===== src/rtl/bus_pkg.sv =====
// Shared bus definitions: select-width helper and the default simple-system address map.
package bus_pkg;

    typedef enum logic [1:0] {
        DEV_RAM     = 2'd0,
        DEV_SIMCTRL = 2'd1,
        DEV_TIMER   = 2'd2
    } bus_dev_e;

    localparam int unsigned NR_SYS_DEVICES = 3;

    localparam logic [31:0] RAM_BASE     = 32'h0020_0000;
    localparam logic [31:0] RAM_MASK     = ~32'h001F_FFFF;
    localparam logic [31:0] SIMCTRL_BASE = 32'h0002_0000;
    localparam logic [31:0] SIMCTRL_MASK = ~32'h0000_03FF;
    localparam logic [31:0] TIMER_BASE   = 32'h0003_0000;
    localparam logic [31:0] TIMER_MASK   = ~32'h0000_03FF;

    // A single port still needs a 1-bit select so the index signals never collapse to zero width.
    function automatic int unsigned idx_width(input int unsigned n);
        return (n > 1) ? $clog2(n) : 1;
    endfunction

endpackage


===== src/rtl/bus_prio_arb.sv =====
// Fixed-priority arbiter: the lowest-indexed requester wins; one-hot grant plus winner index.
module bus_prio_arb
    import bus_pkg::*;
#(
    parameter int unsigned N    = 1,
    parameter int unsigned IdxW = idx_width(N)
) (
    input  logic [N-1:0]    req_i,
    output logic [N-1:0]    gnt_o,
    output logic [IdxW-1:0] idx_o,
    output logic            valid_o
);

    // Scan from the top down so the lowest-indexed requester is the last one written.
    always_comb begin
        gnt_o   = '0;
        idx_o   = '0;
        valid_o = 1'b0;
        for (int i = int'(N) - 1; i >= 0; i--) begin
            if (req_i[i]) begin
                gnt_o    = '0;
                gnt_o[i] = 1'b1;
                idx_o    = IdxW'(i);
                valid_o  = 1'b1;
            end
        end
    end

endmodule


===== src/rtl/bus_interconnect.sv =====
// Single-cycle multi-host/multi-device interconnect with base/mask decode and N+1 response routing.
// Optional: define BUS_DECODE_ERR_EN to have the bus answer unmatched addresses with an error.
module bus_interconnect
    import bus_pkg::*;
#(
    parameter int unsigned NrDevices    = 1,
    parameter int unsigned NrHosts      = 1,
    parameter int unsigned DataWidth    = 32,
    parameter int unsigned AddressWidth = 32
) (
    input  logic                      clk_i,
    input  logic                      rst_ni,

    input  logic                      host_req_i    [NrHosts],
    output logic                      host_gnt_o    [NrHosts],
    input  logic [AddressWidth-1:0]   host_addr_i   [NrHosts],
    input  logic                      host_we_i     [NrHosts],
    input  logic [DataWidth/8-1:0]    host_be_i     [NrHosts],
    input  logic [DataWidth-1:0]      host_wdata_i  [NrHosts],
    output logic                      host_rvalid_o [NrHosts],
    output logic [DataWidth-1:0]      host_rdata_o  [NrHosts],
    output logic                      host_err_o    [NrHosts],

    output logic                      device_req_o    [NrDevices],
    output logic [AddressWidth-1:0]   device_addr_o   [NrDevices],
    output logic                      device_we_o     [NrDevices],
    output logic [DataWidth/8-1:0]    device_be_o     [NrDevices],
    output logic [DataWidth-1:0]      device_wdata_o  [NrDevices],
    input  logic                      device_rvalid_i [NrDevices],
    input  logic [DataWidth-1:0]      device_rdata_i  [NrDevices],
    input  logic                      device_err_i    [NrDevices],

    input  logic [AddressWidth-1:0]   cfg_device_addr_base [NrDevices],
    input  logic [AddressWidth-1:0]   cfg_device_addr_mask [NrDevices]
);

    localparam int unsigned HostW = idx_width(NrHosts);
    localparam int unsigned DevW  = idx_width(NrDevices);
    localparam int unsigned BeW   = DataWidth / 8;

    logic [NrHosts-1:0]      req_vec;
    logic [NrHosts-1:0]      gnt_vec;
    logic [HostW-1:0]        win_idx;
    logic                    win_valid;

    logic [AddressWidth-1:0] win_addr;
    logic                    win_we;
    logic [BeW-1:0]          win_be;
    logic [DataWidth-1:0]    win_wdata;

    logic [DevW-1:0]         dev_sel;
    logic                    fwd_ok;

    logic                    valid_d, valid_q;
    logic [HostW-1:0]        host_sel_d, host_sel_q;
    logic [DevW-1:0]         dev_sel_d, dev_sel_q;

    logic                    rsp_rvalid;
    logic [DataWidth-1:0]    rsp_rdata;
    logic                    rsp_err;

`ifdef BUS_DECODE_ERR_EN
    logic                    dev_hit;
    logic                    dec_err_d, dec_err_q;
`endif

    always_comb begin
        for (int h = 0; h < int'(NrHosts); h++) begin
            req_vec[h]    = host_req_i[h];
            host_gnt_o[h] = gnt_vec[h];
        end
    end

    bus_prio_arb #(
        .N    (NrHosts),
        .IdxW (HostW)
    ) u_arb (
        .req_i   (req_vec),
        .gnt_o   (gnt_vec),
        .idx_o   (win_idx),
        .valid_o (win_valid)
    );

    always_comb begin
        win_addr  = '0;
        win_we    = 1'b0;
        win_be    = '0;
        win_wdata = '0;
        for (int h = 0; h < int'(NrHosts); h++) begin
            if (win_idx == HostW'(h)) begin
                win_addr  = host_addr_i[h];
                win_we    = host_we_i[h];
                win_be    = host_be_i[h];
                win_wdata = host_wdata_i[h];
            end
        end
    end

    // Lowest-indexed matching device wins; with no match the select stays at device 0.
    always_comb begin
        dev_sel = '0;
`ifdef BUS_DECODE_ERR_EN
        dev_hit = 1'b0;
`endif
        for (int d = int'(NrDevices) - 1; d >= 0; d--) begin
            if ((win_addr & cfg_device_addr_mask[d]) == cfg_device_addr_base[d]) begin
                dev_sel = DevW'(d);
`ifdef BUS_DECODE_ERR_EN
                dev_hit = 1'b1;
`endif
            end
        end
    end

`ifdef BUS_DECODE_ERR_EN
    assign fwd_ok = dev_hit;
`else
    assign fwd_ok = 1'b1;
`endif

    always_comb begin
        for (int d = 0; d < int'(NrDevices); d++) begin
            device_req_o[d]   = win_valid && fwd_ok && (dev_sel == DevW'(d));
            device_addr_o[d]  = win_addr;
            device_we_o[d]    = win_we;
            device_be_o[d]    = win_be;
            device_wdata_o[d] = win_wdata;
        end
    end

    always_comb begin
        valid_d    = win_valid;
        host_sel_d = win_valid ? win_idx : host_sel_q;
        dev_sel_d  = win_valid ? dev_sel : dev_sel_q;
`ifdef BUS_DECODE_ERR_EN
        dec_err_d  = win_valid && !dev_hit;
`endif
    end

    always_ff @(posedge clk_i or negedge rst_ni) begin
        if (!rst_ni) begin
            valid_q    <= 1'b0;
            host_sel_q <= '0;
            dev_sel_q  <= '0;
`ifdef BUS_DECODE_ERR_EN
            dec_err_q  <= 1'b0;
`endif
        end else begin
            valid_q    <= valid_d;
            host_sel_q <= host_sel_d;
            dev_sel_q  <= dev_sel_d;
`ifdef BUS_DECODE_ERR_EN
            dec_err_q  <= dec_err_d;
`endif
        end
    end

    // A response only reaches a host while a transaction is pending, so anything in flight across reset is dropped.
    always_comb begin
        rsp_rvalid = 1'b0;
        rsp_rdata  = '0;
        rsp_err    = 1'b0;
        for (int d = 0; d < int'(NrDevices); d++) begin
            if (dev_sel_q == DevW'(d)) begin
                rsp_rvalid = device_rvalid_i[d];
                rsp_rdata  = device_rdata_i[d];
                rsp_err    = device_err_i[d];
            end
        end
`ifdef BUS_DECODE_ERR_EN
        if (dec_err_q) begin
            rsp_rvalid = 1'b1;
            rsp_rdata  = '0;
            rsp_err    = 1'b1;
        end
`endif
        for (int h = 0; h < int'(NrHosts); h++) begin
            host_rvalid_o[h] = 1'b0;
            host_rdata_o[h]  = '0;
            host_err_o[h]    = 1'b0;
            if (valid_q && (host_sel_q == HostW'(h))) begin
                host_rvalid_o[h] = rsp_rvalid;
                host_rdata_o[h]  = rsp_rdata;
                host_err_o[h]    = rsp_err;
            end
        end
    end

endmodule


===== config.mk =====
export PLATFORM = sky130hd
export DESIGN_NAME = bus_interconnect
export DESIGN_NICKNAME = d
export VERILOG_FILES = /design/src/rtl/bus_pkg.sv /design/src/rtl/bus_prio_arb.sv /design/src/rtl/bus_interconnect.sv
export SDC_FILE = /design/constraint.sdc
export NUM_CORES = 1
export LEC_CHECK = 0
export BUFFER_PORTS_ARGS = -buffer_cell sky130_fd_sc_hd__buf_2
export CAP_MARGIN = 20
export CELL_PAD_IN_SITES_DETAIL_PLACEMENT = 1
export CELL_PAD_IN_SITES_GLOBAL_PLACEMENT = 1
export CORE_AREA = 2 2 107 109
export DETAILED_ROUTE_END_ITERATION = 6
export DIE_AREA = 0 0 109 111
export PLACE_DENSITY_LB_ADDON = 0.08
export SKIP_LAST_GASP = 1
export SLEW_MARGIN = 0
export SYNTH_ARGS = -nofsm -noshare
export SYNTH_HDL_FRONTEND = slang
export SYNTH_HIERARCHICAL = 1
export SYNTH_SLANG_ARGS = --single-unit
export TNS_END_PERCENT = 30

===== constraint.sdc =====
create_clock -name clk_i -period 1.2 [get_ports clk_i]
set_input_delay 0.12 -clock clk_i [delete_from_list [all_inputs] [get_ports clk_i]]
set_output_delay 0.12 -clock clk_i [all_outputs]
set_load 0.005 [all_outputs]

==> results of run 1 <==
==> registers in the layout (all words and copies together), names as in the netlist <==
name and count:
host_sel_q 1, valid_q 1
==> how the worst max path moves through the flow <==
stage / cells after the start / end / start
after global routing: 3 / host_rdata_o[1] / host_sel_q
after floorplan: 2 / host_sel_q / host_sel_q
after global placement: 3 / host_rdata_o[24] / host_sel_q
final: 3 / host_rdata_o[24] / host_sel_q
after detailed placement: 3 / host_rdata_o[24] / host_sel_q
after CTS: 3 / host_rdata_o[24] / host_sel_q
==> through the flow <==
stage	instance area, um2	hold WS, ns	worst slack [ns]	util [%]
after global routing	2160	0.0912	-0.0805	19.5
final	2160	0.0753	-0.0313	19.5
after CTS	2160	0.0940	-0.0444	19.5
after global placement	2070	-0.0937	0.105	18.7
after floorplan	890	-0.176	0.279	-
after detailed placement	2070	-0.0847	0.119	18.7
==> cell usage in the layout, fill, tap and decap left out <==
cell type      count
buf_4              1
buf_2            210
and3b_2            4
dfrtp_1            1
mux2_2             1
buf_12             2
nor2b_1           69
dlygate4sd3_1      1
clkbuf_16          3
dfrtp_2            1
and3b_1           30
conb_1             1
==> repair_timing <==
item | in CTS | in global routing
endpoints found under the hold margin | 2 | 0
hold buffers | 1 | 0
buffers inserted | 1 | 0
resized for setup | 1 | 0
endpoints found under the setup margin | 32 | 34
==> cell families (layout without fill, tap and decap cells) <==
| group | Yosys count | in the layout |
|---|---|---|
| and+or+nand+nor | 103 | 103 |
| buffers and inverters | 16 | 217 |
| DFF | 2 | 2 |
| other | 1 | 1 |
| muxes | 1 | 1 |
==> layout make-up <==
type | count | area [um2]
fill | 1409 | 8910
timing repair buffer | 214 | 1110
tap | 143 | 179
sequential | 2 | 51.3
clock buffer | 3 | 75.1
multi-input combinational | 105 | 749
==> worst max-delay path: stages, from the launching register on <==
cell     delay, ns
dfrtp_2       0.41
buf_12        0.16
and3b_2       0.22
buf_2         0.11
==> metal layers <==
layer	vias up	GRT usage, %
met1	687	7.30
met5	-	0
met2	137	16.3
met3	0	5.35
li1	789	-
met4	0	0.513
==> power by group through the flow <==
stage / sequential (mW) / clock [mW] / combinational, mW
3_3_place_gp: 0.0816 / 0 / 0.618
5_1_grt: 0.0793 / 0.510 / 0.693
3_5_place_dp: 0.0814 / 0 / 0.610
4_1_cts: 0.0791 / 0.501 / 0.623
6_report: 0.0789 / 0.493 / 0.615
2_1_floorplan: 0.0790 / 0 / 0.260
==> impl_summary.md, run 1 <==
Status
The flow ran to the end, but the final reports show violations. The final reports fail on negative setup slack.

Setup path
The required time of the worst setup path is 1.08 ns. The endpoint of the worst-slack reg-to-reg timing path is host_sel_q. The maximum net fanout on the critical path is 31.

STA classifies the critical path startpoint as a register. Counting cells, the worst reg-to-reg path comes to 2. The data arrival time of the critical path is 1.11 ns. The element type at the critical path end is an output port. The type of the worst setup path is register to output port.

The launching point of the worst reg2reg path is host_sel_q. In this run the register-to-register setup slack is 0.28 ns.

Die
The initial utilization of the core area, before any placement, comes to 8.03%. The count of pins on the block boundary is 275. The floorplan step defined a die boundary enclosing 0.0121 mm2. The core area is 0.0111 mm2. The y dimension of the die is 111 um. The floorplan row count is 39. The die is 109 um wide.

Yosys
The top cell type's share of synthesized area is 48.5%. The multiplexer share of the synthesized area is 1.27%. The sequential area share after synthesis is 5.63%. Yosys attributes the largest share of cell area to nor2b_1 (49%), and3b_1 (30%), buf_2 (6.8%).

The number of nets in the synthesized netlist is 293. nor2b_1 is the most common cell in the netlist. The commonest cells after synthesis are nor2b_1 (69), and3b_1 (30), buf_2 (12). The number of enable flip-flop cells after synthesis is 0. The top flip-flop cell by instance count after synthesis is dfrtp_1. The synthesis warning total is 6. The mean instance size in the synthesized netlist is 7.23 um2. After Yosys synthesis, and, or, nand and nor cells account for 82.6% of the synthesized area. The cell area that synthesis handed to floorplanning was 890 um2. Counting distinct cell types in the post-synthesis netlist gives 8.

After synthesis, the largest family of logic cells by area is simple AND/OR/NAND/NOR gates. The cell type contributing the most total cell area after synthesis is nor2b_1. The proportion of register bits with asynchronous set or reset after synthesis is 100%. Summing the areas of all xor and xnor instances in the mapped netlist gives 0% of the synthesized area. The synthesized netlist devotes 0% of its cell area to compound gates. The total of flip-flops plus latches after synthesis is 2. After Yosys synthesis, full adders, half adders and majority gates account for 0% of the synthesized area.

The instance count of the mapped netlist is 123.

STA
Setup repair after global routing could not meet its margin everywhere. After layout, the worst path uses 103% of the clock period. For this run, the top clock speed supported by timing is 0.812 GHz.

Across all setup checks in the final design, the least slack found is -0.0313 ns. The smallest clock period supported by the final layout is computed as 1.23 ns. The number of hold-slack violations in the final timing report is 0. The clock skew after layout is 0 ns. The number of failing setup endpoints in the final timing report is 33.

The final count of pins violating max slew came to 0. The total negative slack for setup checks is -0.491 ns.

Min path
The worst hold path terminates at valid_q. The worst min-delay path startpoint is host_req_i. The type of the most critical hold path is input port to register. The worst hold path cell count is 1.

Routing
The total wire length is 5550 um. The routed wirelength normalized by instance count is 11.9 um. The number of DRC markers in iteration 0 is 39.

The met3 wire length is 1030 um. For this run, design rule violations remaining after detail routing come to 0. The iteration count of the initial detailed-routing pass is 2. The number of antenna-violating nets in the routed design is 0. The top metal layer carrying routed signals is met3.

In the detailed route, the total length drawn on met2 is 2790 um. The via total after detailed routing is 1613. For this block, wires on met1 add up to 1730 um. After detailed routing, the number of vias per cell comes to 3.45.

Run
The tool flagged a number of max-cap violations equal to 0.

Placement
The final RePlAce weighted congestion is 0.660. During placement, the flow inserted port buffers numbering 210. The estimated wirelength of the detail-placed design is 4870 um.

The number of placed instances, taps included, is 462.

Power
The switching power as a share of total power is 26.7%. For this design the ratio of total power to cell area is 549 mW/mm2. Per report_power, the combinational group accounts for 51.8% of the total.

In this run, flip-flops and latches consume 6.6% of the power. The worst IR drop on VDD is 0.320 mV. The internal portion of total power is 0.870 mW. The final total power is 1.19 mW. Per report_power, the clock group accounts for 41.6% of the total. For this design the static power due to leakage is 1.41 nW.

Summed over all nets, the switching power comes to 0.317 mW.

Clock tree
CTS built an H-tree with a depth of 1. The clock-pin slew on the worst setup and hold paths is 0.03 ns. The clock latency of the later-clocked register in the worst-skew pair is 0.22 ns. The number of clock sinks is 2. The clock tree from TritonCTS is yes.

Clock tree synthesis inserted a total of 3 buffers. The longest clock path from root to sink contains 2 buffers. Clock tree synthesis selected as its root buffer the cell clkbuf_16.

Layout
In the final layout, the share of cells above drive strength 1 is 68.5%. Once layout is complete, the cells apart from fillers number 467. The growth of design area from synthesis to finish is 143%. The layout net count is 496. 0 antenna diodes ended up in the layout.

Global routing
The number of global-route vias before repair is 1591. The overall overflow remaining after global route is 0. Global routing used 8.36% of the available tracks.

The initial antenna violation count was 0. Entering global routing, the biggest net connects 71 pins. The global-route wire length before repair is 7930 um.
No activity file was read; power rests on OpenSTA's default activity.
==> inputs of run 2 (changes only) <==
--- a/config.mk
+++ b/config.mk
@@ -14,3 +14,3 @@
 export DIE_AREA = 0 0 109 111
-export PLACE_DENSITY_LB_ADDON = 0.08
+export PLACE_DENSITY_LB_ADDON = 0.1
 export SKIP_LAST_GASP = 1
==> constraint.sdc (replaced) <==
create_clock -name clk_i -period 1.2 [get_ports clk_i]
set_input_delay 0.36 -clock clk_i [delete_from_list [all_inputs] [get_ports clk_i]]
set_output_delay 0.36 -clock clk_i [all_outputs]
set_load 0.005 [all_outputs]
==> run 2 against run 1 <==
  * The flow still finishes with violations (negative setup slack)
  * Sequential power about the same
  * Register-to-register slack got worse by 0.02 ns
  * Clock power about the same
  * Critical path type unchanged
  * Largest cell class unchanged
  * Largest power group unchanged
==> impl_summary.md, run 2 (same netlist as run 1, synthesis figures left out) <==
Setup path
The highest cell delay on the worst timing path is 0.40 ns (was 0.41 ns). The endpoint of the worst-slack reg-to-reg timing path is host_sel_q (unchanged). The data arrival time of the critical path is 1.10 ns (was 1.11 ns). The total buffers and inverters traversed by the critical path is 2 (unchanged). The required time of the worst setup path is 0.84 ns (was 1.08 ns). The type of the worst setup path was register to output port (unchanged).

The slack of the worst reg-to-reg path is 0.26 ns (was 0.28 ns). The slowest cell on the critical path is dfrtp_1 (was dfrtp_2). The number of cells traversed by the worst register-to-register path is 2 (unchanged). The type of origin of the critical path was a register (unchanged). The element type at the critical path end is an output port (unchanged). The largest delay contributor family on the critical path was flip-flops (unchanged). The launching point of the worst reg2reg path is host_sel_q (unchanged). List of cells traversed by the critical path: buf_6 -> and3b_1 -> buf_2 (was buf_12 -> and3b_2 -> buf_2). The maximum net fanout on the critical path came to 19 (was 31).

Power
The total power per unit cell area is 550 mW/mm2 (was 549 mW/mm2). The share of power burned in registers is 6.6% (about the same). The switching power as a share of total power is 27.0% (was 26.7%). The clock power share is 41.4% (was 41.6%).

The internal portion of total power is 0.869 mW (was 0.870 mW). The worst IR drop on VDD is 0.415 mV (was 0.320 mV). The final total power was 1.19 mW (about the same). The net switching component of the power came to 0.321 mW (was 0.317 mW). The standby leakage power came to 1.41 nW (about the same).

The combinational power share is 52.0% (was 51.8%).

Routing
The number of antenna-violating nets in the routed design is 0 (unchanged). The routed wirelength normalized by instance count was 11.6 um (was 11.9 um). The total wire length was 5420 um (was 5550 um). The number of DRC markers in iteration 0 is 54 (was 39).

The number of remaining DRC errors was 0 (unchanged). The iteration count of the initial detailed-routing pass is 2 (unchanged). The detailed-route vias per instance is 3.46 (was 3.45). The via total after detailed routing is 1620 (was 1613).

Global routing
The overall overflow remaining after global route was 0 (unchanged). The maximum number of pins on one net before global-route repair came to 71 (unchanged). The number of global-route vias before repair is 1559 (was 1591). The total routing resource utilization after global routing is 7.97% (was 8.36%).

The initial antenna violation count came to 0 (unchanged). The global-route wire length before repair is 7600 um (was 7930 um).

Die
The width of the chip was 109 um (unchanged). The y dimension of the die came to 111 um (unchanged). The count of pins on the block boundary is 275 (unchanged). The initial core utilization is 8.03% (unchanged). The core area was 0.0111 mm2 (unchanged). The die area came to 0.0121 mm2 (unchanged).

The floorplan row count came to 39 (unchanged).

Clock tree
The buffer count from post-CTS setup fixing is 0 (was 1). The clock root buffer is clkbuf_16 (unchanged). The deepest clock path buffer count is 2 (unchanged). The number of buffers created by CTS is 3 (unchanged). The clock tree from TritonCTS is yes (unchanged).

The maximum level of the CTS H-tree is 1 (unchanged). The clock-pin slew on the worst setup and hold paths is 0.03 ns (about the same). The clock latency of the later-clocked register in the worst-skew pair came to 0.21 ns (was 0.22 ns).

The number of clock sinks was 2 (unchanged).

Placement
The estimated wirelength of the detail-placed design is 4740 um (was 4870 um). The number of buffers added on ports came to 210 (unchanged). The final RePlAce weighted congestion is 0.682 (was 0.660).

Run
The count of maximum capacitance violations is 0 (unchanged).

STA
The clock skew after layout came to 0 ns (unchanged). The maximum achievable frequency came to 0.685 GHz (was 0.812 GHz). The clock period minus worst slack is 1.46 ns (was 1.23 ns). The worst hold margin came to 0.305 ns (was 0.0753 ns). RSZ-0062 raised after global routing: yes (unchanged).

The number of failing setup endpoints in the final timing report is 34 (was 33). The final clock period utilization by the worst path was 122% (was 103%). The worst setup margin is -0.261 ns (was -0.0313 ns).

The number of hold-slack violations in the final timing report came to 0 (unchanged). The final count of pins violating max slew is 0 (unchanged).

Layout
The number of diodes added for antenna fixing is 0 (unchanged). Commonest cells after routing, fill and taps aside: buf_2 (210), nor2b_1 (69), and3b_1 (30), and3b_2 (4), clkbuf_16 (3) (unchanged). The growth of design area from synthesis to finish is 143% (about the same). Top flop regs: host_sel_q: 1 flops, valid_q: 1 flops (unchanged). The share of layout cells above drive strength 1 is 68.3% (was 68.5%). The commonest non-fill, non-tap cell in the layout is buf_2 (unchanged). The layout net count is 497 (was 496).

Status
Outcome: finished with violations (unchanged). Violated checks: negative setup slack (unchanged).

Min path
The worst hold path cell count was 1 (unchanged). The worst min-delay path startpoint is host_req_i (unchanged). The type of the most critical hold path is input port to register (unchanged). The worst-case hold path end point is valid_q (unchanged).
[run 2: cell count changes in the layout (fill, tap and decap cells not counted), sizes merged]
cell  before  now
buf      213  214
[run 2: layout make-up]
class                   count  area [um2]
fillers                  1423        8910
repair buffers            215        1110
multi-input cells         105         749
well taps                 143         179
clock buffers               3        75.1
flip-flops and latches      2        50.0
[run 2: repair_timing]
| item | CTS | global route |
|---|---|---|
| endpoints found under the setup margin | 34 | 34 |
| hold buffers | 1 | 0 |
| endpoints found under the hold margin | 2 | 0 |
| gates resized for setup | 2 | 0 |
[run 2: stage by stage]
step	setup TNS [ns]	setup slack, ns	std cells	instance area (um2)	utilization, %
2_1_floorplan	0	0.0624	123	890	-
3_3_place_gp	-1.40	-0.0644	464	2070	18.7
3_5_place_dp	-1.40	-0.0707	464	2070	18.7
4_1_cts	-8.70	-0.274	468	2160	19.5
5_1_grt	-10.21	-0.330	468	2160	19.5
6_report	-8.26	-0.261	468	2160	19.5
[run 2: layer usage]
layer	GRT usage [%]	vias to the layer above	wire [um]	share of wire, %
li1	-	791	-	-
met1	7.27	692	1800	33
met2	15.1	137	2590	48
met3	5.41	0	1030	19
met4	0.256	0	0	0
met5	0	-	0	0
[run 2: power groups by stage]
stage / logic (mW) / registers, mW / clock network [mW]
after floorplan: 0.260 / 0.0790 / 0
after global placement: 0.624 / 0.0780 / 0
after detailed placement: 0.615 / 0.0785 / 0
after CTS: 0.625 / 0.0790 / 0.503
after global routing: 0.697 / 0.0796 / 0.515
final: 0.619 / 0.0787 / 0.493
[run 2: how the worst max path moves through the flow]
stage                     from                to  slack [ns]  cells after the start
detailed placement  host_sel_q  host_rdata_o[10]       -0.07                      3
global route        host_sel_q   host_rdata_o[2]       -0.33                      3
global placement    host_sel_q   host_rdata_o[2]       -0.06                      3
CTS                 host_sel_q  host_rdata_o[10]       -0.27                      3
floorplan           host_sel_q  host_rdata_o[22]        0.06                      2
finish              host_sel_q  host_rdata_o[10]       -0.26                      3
